==> config.mk <==
export PLATFORM = sky130hd
export DESIGN_NAME = alu_issue_stage_flat
export DESIGN_NICKNAME = d
export VERILOG_FILES = /design/src/rtl/alu_issue_stage_if.sv /design/src/rtl/alu_issue_stage.sv /design/src/flat_wrapper.sv
export SDC_FILE = /design/constraint.sdc
export NUM_CORES = 1
export LEC_CHECK = 0
export ABC_AREA = 1
export BUFFER_PORTS_ARGS = -buffer_cell sky130_fd_sc_hd__buf_2
export CAP_MARGIN = 20
export CORE_MARGIN = 2
export CORE_UTILIZATION = 47
export DETAILED_ROUTE_END_ITERATION = 6
export PLACE_DENSITY = 0.87
export SYNTH_ARGS = -nofsm -noshare
export SYNTH_HDL_FRONTEND = slang
export SYNTH_SLANG_ARGS = --single-unit
==> constraint.sdc <==
create_clock -name clk -period 1.3 [get_ports clk]
set_input_delay 0 -clock clk [delete_from_list [all_inputs] [get_ports clk]]
set_output_delay 0 -clock clk [all_outputs]
set_load 0.01 [all_outputs]
==> src/rtl/alu_issue_stage_if.sv <==
// Operand/opcode bundle between decode, the ALU issue stage and EX; ALU_ILLEGAL_TRAP_EN adds out_illegal.
// slave = the issue stage itself, master = its environment (decode on the input side, EX on the output side).
interface alu_issue_stage_if #(
  parameter int DATA_WIDTH    = 32,
  parameter int OPCODE_LENGTH = 4,
  parameter int TAG_WIDTH     = 5
);
  logic                     in_valid;
  logic                     in_ready;
  logic [1:0]               in_aluop;
  logic                     in_is_rtype;
  logic [2:0]               in_funct3;
  logic                     in_funct7_5;
  logic [DATA_WIDTH-1:0]    in_srca;
  logic [DATA_WIDTH-1:0]    in_srcb;
  logic [TAG_WIDTH-1:0]     in_tag;
  logic                     out_valid;
  logic                     out_ready;
  logic [DATA_WIDTH-1:0]    SrcA;
  logic [DATA_WIDTH-1:0]    SrcB;
  logic [OPCODE_LENGTH-1:0] Operation;
  logic [TAG_WIDTH-1:0]     out_tag;
`ifdef ALU_ILLEGAL_TRAP_EN
  logic                     out_illegal;
`endif

  modport slave (
    input  in_valid, in_aluop, in_is_rtype, in_funct3, in_funct7_5, in_srca, in_srcb, in_tag,
    input  out_ready,
    output in_ready, out_valid, SrcA, SrcB, Operation, out_tag
`ifdef ALU_ILLEGAL_TRAP_EN
    , output out_illegal
`endif
  );

  modport master (
    output in_valid, in_aluop, in_is_rtype, in_funct3, in_funct7_5, in_srca, in_srcb, in_tag,
    output out_ready,
    input  in_ready, out_valid, SrcA, SrcB, Operation, out_tag
`ifdef ALU_ILLEGAL_TRAP_EN
    , input out_illegal
`endif
  );
endinterface

==> src/rtl/alu_issue_stage.sv <==
// Decodes ALUOp/funct3/funct7 into the ALU Operation and issues operands via a 2-entry skid buffer (ALU_ILLEGAL_TRAP_EN: flag illegal decodes).
// Latency 1 cycle; in_ready is registered (= skid slot free), outputs hold while out_valid & ~out_ready.
module alu_issue_stage #(
  parameter int DATA_WIDTH    = 32,
  parameter int OPCODE_LENGTH = 4,
  parameter int TAG_WIDTH     = 5
) (
  input logic              clk,
  input logic              reset,
  input logic              flush,
  alu_issue_stage_if.slave bus
);

  localparam logic [OPCODE_LENGTH-1:0] OP_AND = 4'b0000;
  localparam logic [OPCODE_LENGTH-1:0] OP_OR  = 4'b0001;
  localparam logic [OPCODE_LENGTH-1:0] OP_ADD = 4'b0010;
  localparam logic [OPCODE_LENGTH-1:0] OP_XOR = 4'b0011;
  localparam logic [OPCODE_LENGTH-1:0] OP_SUB = 4'b0100;
  localparam logic [OPCODE_LENGTH-1:0] OP_SLT = 4'b0101;
  localparam logic [OPCODE_LENGTH-1:0] OP_SLL = 4'b0110;
  localparam logic [OPCODE_LENGTH-1:0] OP_SRL = 4'b0111;
  localparam logic [OPCODE_LENGTH-1:0] OP_EQ  = 4'b1000;
  localparam logic [OPCODE_LENGTH-1:0] OP_SRA = 4'b1001;
  localparam logic [OPCODE_LENGTH-1:0] OP_BGE = 4'b1010;
  localparam logic [OPCODE_LENGTH-1:0] OP_BNE = 4'b1100;

  typedef struct packed {
    logic [DATA_WIDTH-1:0]    srca;
    logic [DATA_WIDTH-1:0]    srcb;
    logic [OPCODE_LENGTH-1:0] op;
    logic [TAG_WIDTH-1:0]     tag;
`ifdef ALU_ILLEGAL_TRAP_EN
    logic                     illegal;
`endif
  } entry_t;

  logic [OPCODE_LENGTH-1:0] dec_op;
  logic                     dec_illegal;
  entry_t                   in_ent;
  entry_t                   main_q, main_d, skid_q, skid_d;
  logic                     main_vld_q, main_vld_d, skid_vld_q, skid_vld_d;
  logic                     in_rdy_q, in_rdy_d;
  logic                     in_fire, out_fire;

  always_comb begin
    dec_op      = OP_ADD;
    dec_illegal = 1'b0;
    case (bus.in_aluop)
      2'b01: begin
        case (bus.in_funct3)
          3'b000:  dec_op = OP_EQ;
          3'b001:  dec_op = OP_BNE;
          3'b100:  dec_op = OP_SLT;
          3'b101:  dec_op = OP_BGE;
          default: dec_illegal = 1'b1;
        endcase
      end
      2'b10: begin
        case (bus.in_funct3)
          // funct7[5] only selects SUB for R-type; on ADDI it is an immediate bit
          3'b000:  dec_op = (bus.in_is_rtype && bus.in_funct7_5) ? OP_SUB : OP_ADD;
          3'b001:  dec_op = OP_SLL;
          3'b010:  dec_op = OP_SLT;
          3'b100:  dec_op = OP_XOR;
          3'b101:  dec_op = bus.in_funct7_5 ? OP_SRA : OP_SRL;
          3'b110:  dec_op = OP_OR;
          3'b111:  dec_op = OP_AND;
          default: dec_illegal = 1'b1;
        endcase
      end
      default: dec_op = OP_ADD;
    endcase
  end

  always_comb begin
    in_ent      = '0;
    in_ent.srca = bus.in_srca;
    in_ent.srcb = bus.in_srcb;
    in_ent.tag  = bus.in_tag;
`ifdef ALU_ILLEGAL_TRAP_EN
    in_ent.op      = dec_illegal ? OP_AND : dec_op;
    in_ent.illegal = dec_illegal;
`else
    in_ent.op      = dec_illegal ? OP_ADD : dec_op;
`endif
  end

  assign in_fire  = bus.in_valid && in_rdy_q;
  assign out_fire = main_vld_q && bus.out_ready;

  always_comb begin
    main_d     = main_q;
    skid_d     = skid_q;
    main_vld_d = main_vld_q;
    skid_vld_d = skid_vld_q;
    if (flush) begin
      main_vld_d = 1'b0;
      skid_vld_d = 1'b0;
    end else if (out_fire || !main_vld_q) begin
      // main slot frees up: promote the skid entry, new data backfills behind it
      if (skid_vld_q) begin
        main_d     = skid_q;
        main_vld_d = 1'b1;
        skid_vld_d = in_fire;
        if (in_fire) skid_d = in_ent;
      end else begin
        main_vld_d = in_fire;
        if (in_fire) main_d = in_ent;
      end
    end else if (in_fire) begin
      skid_vld_d = 1'b1;
      skid_d     = in_ent;
    end
    in_rdy_d = !skid_vld_d;
  end

  always_ff @(posedge clk) begin
    if (reset) begin
      main_q     <= '0;
      skid_q     <= '0;
      main_vld_q <= 1'b0;
      skid_vld_q <= 1'b0;
      in_rdy_q   <= 1'b1;
    end else begin
      main_q     <= main_d;
      skid_q     <= skid_d;
      main_vld_q <= main_vld_d;
      skid_vld_q <= skid_vld_d;
      in_rdy_q   <= in_rdy_d;
    end
  end

  assign bus.in_ready  = in_rdy_q;
  assign bus.out_valid = main_vld_q;
  assign bus.SrcA      = main_q.srca;
  assign bus.SrcB      = main_q.srcb;
  assign bus.Operation = main_q.op;
  assign bus.out_tag   = main_q.tag;
`ifdef ALU_ILLEGAL_TRAP_EN
  assign bus.out_illegal = main_q.illegal;
`endif

endmodule

==> src/flat_wrapper.sv <==
// flat-port wrapper written by rule: the top's interface ports become plain ports
module alu_issue_stage_flat 
#(
  parameter int DATA_WIDTH    = 32,
  parameter int OPCODE_LENGTH = 4,
  parameter int TAG_WIDTH     = 5
)
  (clk, reset, flush, bus_in_valid, bus_in_aluop, bus_in_is_rtype, bus_in_funct3, bus_in_funct7_5, bus_in_srca, bus_in_srcb, bus_in_tag, bus_out_ready, bus_in_ready, bus_out_valid, bus_SrcA, bus_SrcB, bus_Operation, bus_out_tag);
  alu_issue_stage_if #(.DATA_WIDTH(DATA_WIDTH), .OPCODE_LENGTH(OPCODE_LENGTH), .TAG_WIDTH(TAG_WIDTH)) bus_i ();
  input logic clk;
  input logic reset;
  input logic flush;
  input wire logic [$bits(bus_i.in_valid)-1:0] bus_in_valid;
  input wire logic [$bits(bus_i.in_aluop)-1:0] bus_in_aluop;
  input wire logic [$bits(bus_i.in_is_rtype)-1:0] bus_in_is_rtype;
  input wire logic [$bits(bus_i.in_funct3)-1:0] bus_in_funct3;
  input wire logic [$bits(bus_i.in_funct7_5)-1:0] bus_in_funct7_5;
  input wire logic [$bits(bus_i.in_srca)-1:0] bus_in_srca;
  input wire logic [$bits(bus_i.in_srcb)-1:0] bus_in_srcb;
  input wire logic [$bits(bus_i.in_tag)-1:0] bus_in_tag;
  input wire logic [$bits(bus_i.out_ready)-1:0] bus_out_ready;
  output wire logic [$bits(bus_i.in_ready)-1:0] bus_in_ready;
  output wire logic [$bits(bus_i.out_valid)-1:0] bus_out_valid;
  output wire logic [$bits(bus_i.SrcA)-1:0] bus_SrcA;
  output wire logic [$bits(bus_i.SrcB)-1:0] bus_SrcB;
  output wire logic [$bits(bus_i.Operation)-1:0] bus_Operation;
  output wire logic [$bits(bus_i.out_tag)-1:0] bus_out_tag;
  assign bus_i.in_valid = bus_in_valid;
  assign bus_i.in_aluop = bus_in_aluop;
  assign bus_i.in_is_rtype = bus_in_is_rtype;
  assign bus_i.in_funct3 = bus_in_funct3;
  assign bus_i.in_funct7_5 = bus_in_funct7_5;
  assign bus_i.in_srca = bus_in_srca;
  assign bus_i.in_srcb = bus_in_srcb;
  assign bus_i.in_tag = bus_in_tag;
  assign bus_i.out_ready = bus_out_ready;
  assign bus_in_ready = bus_i.in_ready;
  assign bus_out_valid = bus_i.out_valid;
  assign bus_SrcA = bus_i.SrcA;
  assign bus_SrcB = bus_i.SrcB;
  assign bus_Operation = bus_i.Operation;
  assign bus_out_tag = bus_i.out_tag;
  alu_issue_stage #(.DATA_WIDTH(DATA_WIDTH), .OPCODE_LENGTH(OPCODE_LENGTH), .TAG_WIDTH(TAG_WIDTH)) u_core (.clk(clk), .reset(reset), .flush(flush), .bus(bus_i));
endmodule
==> qor.yml, run 1 <==
run_status:
  status: "finished with violations"
  violations: "design-rule violations, negative setup slack"
grt:
  grt_pass1_wl_mm: 28.1
  grt_use_total_pct: 26.8
  grt-ovfl-total: 0
  antenna_found_initial: 0
  grt_start_max_net_pins: 75
  grt_pass1_vias: 6028
final_layout:
  areaGrowthSynthToFinish_pct: 56.5
  multi_input_area_um2: 3030
  drive_above_1_share_pct: 34.6
  n_fill_cell: 794
  stdcell_count: 1205
  seqCellArea_um2: 2990
  final_nets: 1107
detailed_routing:
  drt_iter0_markers: 653
  drtAntennaViolNets: 0
  dr.pass1.iters: 7
  wl_mm: 21.1
  routed_via_density: 5.60
  drc: 1
  wl_per_cell_um: 17.5
  dr_total_vias: 6754
power:
  power.total_mw: 11.0
  p_per_area_nw_per_um2: 1200
  peakVddDrop_v: 0.00138
  power_switching_mw: 2.71
  switching_share_pct: 24.6
  sequentialPowerShare_pct: 44.4
  intPower_mw: 8.29
  leakage_nw: 3.87
  clockPowerShare_pct: 41.9
  p_comb_share_pct: 13.7
timing:
  worstMarginPinSlew_ns: 0.517
  fin_skew_ns: 0.00835
  fmax_mhz: 712
  slew_headroom_pct: 65.5
  fin_crit_sh_pct: 108
  worst_slack_ns: -0.105
  final_hold_viol_count: 0
  setup_violations: 123
  rsz0062_at_grt: "yes"
  slew_violations: 0
  min_period_ns: 1.41
  finalSetupTns_ns: -4.19
critical_path:
  max_stage_delay_ns: 0.32
  critPathSlowestCell: "dfxtp_2"
  crit_chain: "nand2_2 > inv_4 > nor2_4 > nor2_4 > buf_12 > buf_8 > buf_12 > o21ai_2 > a31oi_1"
  worstSetupPathType: "reg2reg"
  crit_family: "buffers and inverters"
  worstPathMaxFanout: 9
  endpoint: "u_core.bus.SrcA[14]$_SDFFE_PP0P_"
  path_buf_inv: 4
  r2r_start: "u_core.bus.in_ready$_SDFF_PP1_"
  path_depth: 9
  critPathRequiredTime_ns: 1.63
  r2r_slack_ns: -0.11
  reg2reg_to: "u_core.bus.SrcA[14]$_SDFFE_PP0P_"
  startpoint: "u_core.bus.in_ready$_SDFF_PP1_"
  reg2regPathDepth: 9
  cp-end-kind: "register"
  crit_path_start_kind: "register"
  cp_data_arrival_time_ns: 1.73
floorplan:
  die-area_um2: 13400
  coreArea_um2: 12100
  placementRows: 40
  die_width_um: 116
  die_y_um: 116
  start_util_pct: 48.5
  io_pins: 156
placed_design:
  io_buffers: 155
  placed_cells: 1075
  hpwl_mm: 9.66
  gp_congestion: 0.866
clock_tree:
  cts_buffer_depth: 2
  clk_latency_ns: 0.42
  cts_num_sinks: 149
  clk_root_buffer_cell: "clkbuf_16"
  clkTransAtPathRegs_ns: 0.06
  cts_tree: "built"
  numCtsBuffers: 17
  htree_levels: 4
min_path:
  hold_path.class: "in2reg"
synthesis:
  syn-cell-area_um2: 5870
  ys_seq_elements: 149
  synth_common_cells: "nand2_1, dfxtp_1, o21ai_0"
  ys_top_cells_by_area: "dfxtp_1, nand2_1, a31oi_1, o21ai_0, a21oi_1"
  avgSynthCellArea_um2: 7.44
  synth_top_flop_cell: "dfxtp_1"
  synth_top_area_share_pct: 50.8
  ys_warn_count: 0
  ys_seq_area_share_pct: 50.8
  yosysMostFrequentCell: "nand2_1"
  synth_cells: 789
  synth-edff-count: 0
  yosys.area.top_type: "dfxtp_1"
  synth.distinct_cells: 22
  async_flop_share_pct: 0
  synth_nets: 872
job:
  drv_cap: 0
==> per-layer routing <==
layer | global-route usage [%] | part of all wire, %
met1 | 31.2 | 38
met4 | 12.5 | 3.7
met3 | 7.69 | 7.5
met5 | 0 | 0
met2 | 45.8 | 51
==> cell usage in the layout, fill, tap and decap left out, types with 6 or more instances in the layout <==
cell type      Yosys  layout
nand2_1          299     270
nor2_1             9       8
inv_1             18      15
o21ai_0           81      13
buf_12             0      16
nand2_2            0      20
o21ai_2            0      47
buf_2             13     155
nand3_1            9       9
buf_4              7      12
a31oi_1           69      66
a21oi_1           80      49
clkbuf_16          0      25
clkbuf_1          41       6
dlygate4sd3_1      0      73
a21oi_2            0      31
buf_6              1      10
o21ai_1            0      17
nand2_4            0       9
dfxtp_1          149     146
==> area by class of cell <==
cell class	instances	share of cell area, %
sequential	149	32.5
timing repair inverter	1	0.123
antenna	1	0.0273
multi-input combinational	556	33.0
tap	168	2.29
inverter	21	1.02
clock buffer	27	5.48
clock inverter	4	0.491
timing repair buffer	278	25.1
==> stage by stage <==
step | utilization (%) | hold WS (ns) | area (µm²) | setup slack (ns)
4_1_cts | 69.0 | 0.0119 | 8360 | -0.0509
3_5_place_dp | 57.1 | 0.193 | 6920 | -0.0756
2_1_floorplan | - | 0.0785 | 5870 | 0.0555
5_1_grt | 75.8 | 0.0531 | 9180 | -0.168
6_report | 75.8 | 0.0425 | 9180 | -0.105
3_3_place_gp | 57.1 | 0.188 | 6920 | 0.0359
==> power groups by stage <==
stage,Sequential [mW],Clock (mW),Combinational [mW]
after floorplan,5.00,0,0.425
after global placement,4.93,0,0.956
after detailed placement,4.94,0,0.976
after CTS,4.84,4.64,1.22
after global routing,4.90,4.84,1.61
final,4.89,4.61,1.50
==> worst min-delay path: cells and delay by family <==
kind | cells | cell delay, ns
buffers and inverters | 1 | 0.11
AO/OA/AOI/OAI | 2 | 0.15
AND/OR/NAND/NOR | 2 | 0.14
==> sequential cells by signal, summed over array words and instances, names as in the netlist <==
register / cells
u_core.skid_q: 73
u_core.bus.SrcA: 32
u_core.bus.SrcB: 32
u_core.bus.out_tag: 5
u_core.bus.Operation: 4
u_core.bus.in_ready: 1
u_core.bus.out_valid: 1
u_core.skid_vld_q: 1
==> worst min path at each step <==
stage                         start                              endpoint  cells past startpoint
finish              bus_in_funct7_5         u_core.skid_q[8]$_SDFFE_PP0P_                      5
detailed placement            flush     u_core.bus.out_valid$_SDFFE_PP0N_                      2
CTS                 bus_in_funct7_5         u_core.skid_q[8]$_SDFFE_PP0P_                      5
floorplan                     flush     u_core.bus.out_valid$_SDFFE_PP0N_                      1
global route        bus_in_funct7_5  u_core.bus.Operation[3]$_SDFFE_PP0P_                      5
global placement              flush     u_core.bus.out_valid$_SDFFE_PP0N_                      2
==> logic make-up (layout without fill, tap and decap cells) <==
| kind of cell | Yosys count | count (layout) | share of synthesized area, % |
|---|---|---|---|
| AO/OA/AOI/OAI | 232 | 232 | 21.3 |
| other | 0 | 1 | 0 |
| AND/OR/NAND/NOR | 322 | 322 | 21.2 |
| adder cells (fa/ha/maj) | 2 | 2 | 0.426 |
| buffers and inverters | 84 | 331 | 6.25 |
| flip-flops | 149 | 149 | 50.8 |
==> repair_timing <==
| action | CTS | global route |
|---|---|---|
| buffers inserted | 7 | 8 |
| cloned | 2 | 11 |
| pin swaps | 1 | 17 |
| gates resized for setup | 30 | 207 |
| endpoints found under the hold margin | 142 | 0 |
| setup endpoints to repair | 99 | 142 |
| hold buffers | 73 | 0 |
No activity file was read; power rests on OpenSTA's default activity.
==> inputs of run 2 (changes only) <==
--- a/config.mk
+++ b/config.mk
@@ -11,6 +11,7 @@
 export CORE_MARGIN = 2
 export CORE_UTILIZATION = 47
 export DETAILED_ROUTE_END_ITERATION = 6
+export HOLD_SLACK_MARGIN = 0.1
 export PLACE_DENSITY = 0.87
 export SYNTH_ARGS = -nofsm -noshare
 export SYNTH_HDL_FRONTEND = slang
==> run 2 against run 1 <==
  * The flow finishes with violations (negative setup slack)
  * Power increased by 0.16%
  * Clock power hardly changed
  * Sequential power barely moved
  * Setup slack is essentially flat
  * Clock-buffer cell count did not move
  * Sequential share of layout area decreased by 0.16 points
  * Critical path type unchanged
  * Highest routed layer unchanged
==> qor.yml, run 2 (same netlist as run 1, synthesis figures left out) <==
final_layout:
  final_nets: 1112  # +0.45%
  largest_register_ffs: 73  # unchanged
  largest-register: "u_core.skid_q"
  seqCellArea_um2: 2990  # unchanged
  layout_commonest_cell: "nand2_1"
  areaGrowthSynthToFinish_pct: 57.3
  final_cell_mix: "nand2_1, buf_2, dfxtp_1, dlygate4sd3_1, a31oi_1"
  drive_above_1_share_pct: 34.2  # -0.36 points
  stdcell_count: 1210  # +0.41%
  final_area_um2: 9230  # +0.50%
  n_fill_cell: 782  # -1.5%
  multi_input_area_um2: 3020  # -0.12%
clock_tree:
  clkTransAtPathRegs_ns: 0.06  # about the same
  clk_latency_ns: 0.42  # about the same
  cts_tree: "built"
  numCtsBuffers: 17  # unchanged
  cts_buffer_depth: 2  # unchanged
  htree_levels: 4  # unchanged
  cts_num_sinks: 149  # unchanged
  clk_root_buffer_cell: "clkbuf_16"
job:
  drv_cap: 0  # unchanged
grt:
  antenna_found_initial: 0  # unchanged
  grt_use_total_pct: 27.3  # +0.45 points
  grt_start_max_net_pins: 75  # unchanged
  grt_pass1_vias: 6130  # +1.7%
  grt_pass1_wl_mm: 28.6  # +1.8%
  grt-ovfl-total: 0  # unchanged
timing:
  setup_violations: 125  # +1.6%
  min_period_ns: 1.41  # -0.000105 ns
  fin_skew_ns: 0.00534  # -0.00301 ns
  slew_headroom_pct: 66.6  # +1.1 points
  final_hold_viol_count: 0  # unchanged
  fin_crit_sh_pct: 108  # about the same
  worst_slack_ns: -0.105  # +0.000105 ns
  rsz0062_at_grt: "yes"
  worstMarginPinSlew_ns: 0.501  # -0.0167 ns
  slew_violations: 0  # unchanged
  fmax_mhz: 712  # about the same
placed_design:
  hpwl_mm: 9.66  # unchanged
  gp_congestion: 0.866  # unchanged
  placed_cells: 1075  # unchanged
  io_buffers: 155  # unchanged
  dpl-instance-area_um2: 6920  # unchanged
  place_ws_ns: -0.0756  # unchanged
critical_path:
  reg2regPathDepth: 9  # unchanged
  critPathRequiredTime_ns: 1.64  # about the same
  crit_path_start_kind: "register"
  cp_data_arrival_time_ns: 1.75  # +0.02 ns
  worstPathMaxFanout: 5  # -4
  cp-end-kind: "register"
  worstSetupPathType: "reg2reg"
min_path:
  min_path_cells: 6  # +1
  hold_path.class: "in2reg"
floorplan:
  io_pins: 156  # unchanged
  coreArea_um2: 12100  # unchanged
  die_width_um: 116  # unchanged
  die_y_um: 116  # unchanged
  start_util_pct: 48.5  # unchanged
  placementRows: 40  # unchanged
  die-area_um2: 13400  # unchanged
detailed_routing:
  dr.pass1.iters: 7  # unchanged
  wl_mm: 21.5  # +2.0%
  wl_per_cell_um: 17.8  # +1.6%
  dr_total_vias: 6845  # +1.3%
  routed_via_density: 5.66  # +0.93%
  drc: 0  # -1
  drtAntennaViolNets: 0  # unchanged
  drt_iter0_markers: 692  # +6.0%
power:
  peakVddDrop_v: 0.00137  # -1.2%
  p_per_area_nw_per_um2: 1190  # -0.35%
  power.total_mw: 11.0  # +0.16%
  leakage_nw: 3.89  # +0.59%
run_status:
  status: "finished with violations"
  violations: "negative setup slack"
[run 2: cell count changes in the layout (fill, tap and decap cells not counted), moves of 2 or more]
cell           before  now
a21oi_2            31   29
a21oi_1            49   51
o21ai_0            13   11
nand2_1           270  272
dlygate4sd3_1      73   78
nand2_2            20   18
[run 2: worst paths after layout]
path	start	endpoint	slack, ns
worst max-delay path	u_core.bus.in_ready$_SDFF_PP1_	u_core.bus.SrcB[1]$_SDFFE_PP0P_	-0.11
worst min-delay path	bus_in_funct3[1]	u_core.bus.Operation[0]$_SDFFE_PP0P_	0.16
worst max register to register	u_core.bus.in_ready$_SDFF_PP1_	u_core.bus.SrcB[1]$_SDFFE_PP0P_	-0.11
worst min register to register	u_core.skid_q[26]$_SDFFE_PP0P_	u_core.skid_q[26]$_SDFFE_PP0P_	0.46
[run 2: layer usage]
| metal | GRT usage, % | vias up | wire length [µm] |
|---|---|---|---|
| li1 | - | 3120 | - |
| met1 | 31.6 | 3163 | 8060 |
| met2 | 46.2 | 458 | 10800 |
| met3 | 7.85 | 104 | 1810 |
| met4 | 13.6 | 0 | 887 |
| met5 | 0 | - | 0 |
[run 2: worst max-delay path: stages, from the launching register on]
cell	delay, ns
dfxtp_2	0.32
nand2_2	0.09
inv_4	0.05
nor2_4	0.14
nor2_4	0.05
buf_12	0.14
buf_12	0.14
buf_6	0.13
buf_6	0.11
a31oi_4	0.16
[run 2: metrics by stage]
stage	hold slack (ns)	util, %	TNS [ns]
final	0.162	76.2	-4.57
after global routing	0.203	76.2	-11.39
after CTS	0.106	69.4	-1.15
after detailed placement	0.193	57.1	-1.16
after global placement	0.188	57.1	0
after floorplan	0.0785	-	0
[run 2: cell type report]
cell class	count	area share, %
multi-input cells	556	32.8
flip-flops and latches	149	32.4
repair buffers	283	25.5
clock buffers	27	5.45
well taps	168	2.28
inverters	21	1.02
clock inverters	4	0.488
repair inverters	1	0.122
diodes	1	0.0271
[run 2: power by group]
part | internal, mW | total (mW) | switching [mW]
sequential | 4.75 | 4.89 | 0.133
clock | 2.82 | 4.61 | 1.79
combinational | 0.734 | 1.53 | 0.793
total | 8.30 | 11.0 | 2.72
[run 2: what timing repair did]
action	4_1_cts	5_1_grt
endpoints found under the setup margin	99	143
hold endpoints to repair	145	0
cloned	2	11
hold buffers	78	0
buffers inserted	7	8
resized for setup	30	207
pin swaps	1	18
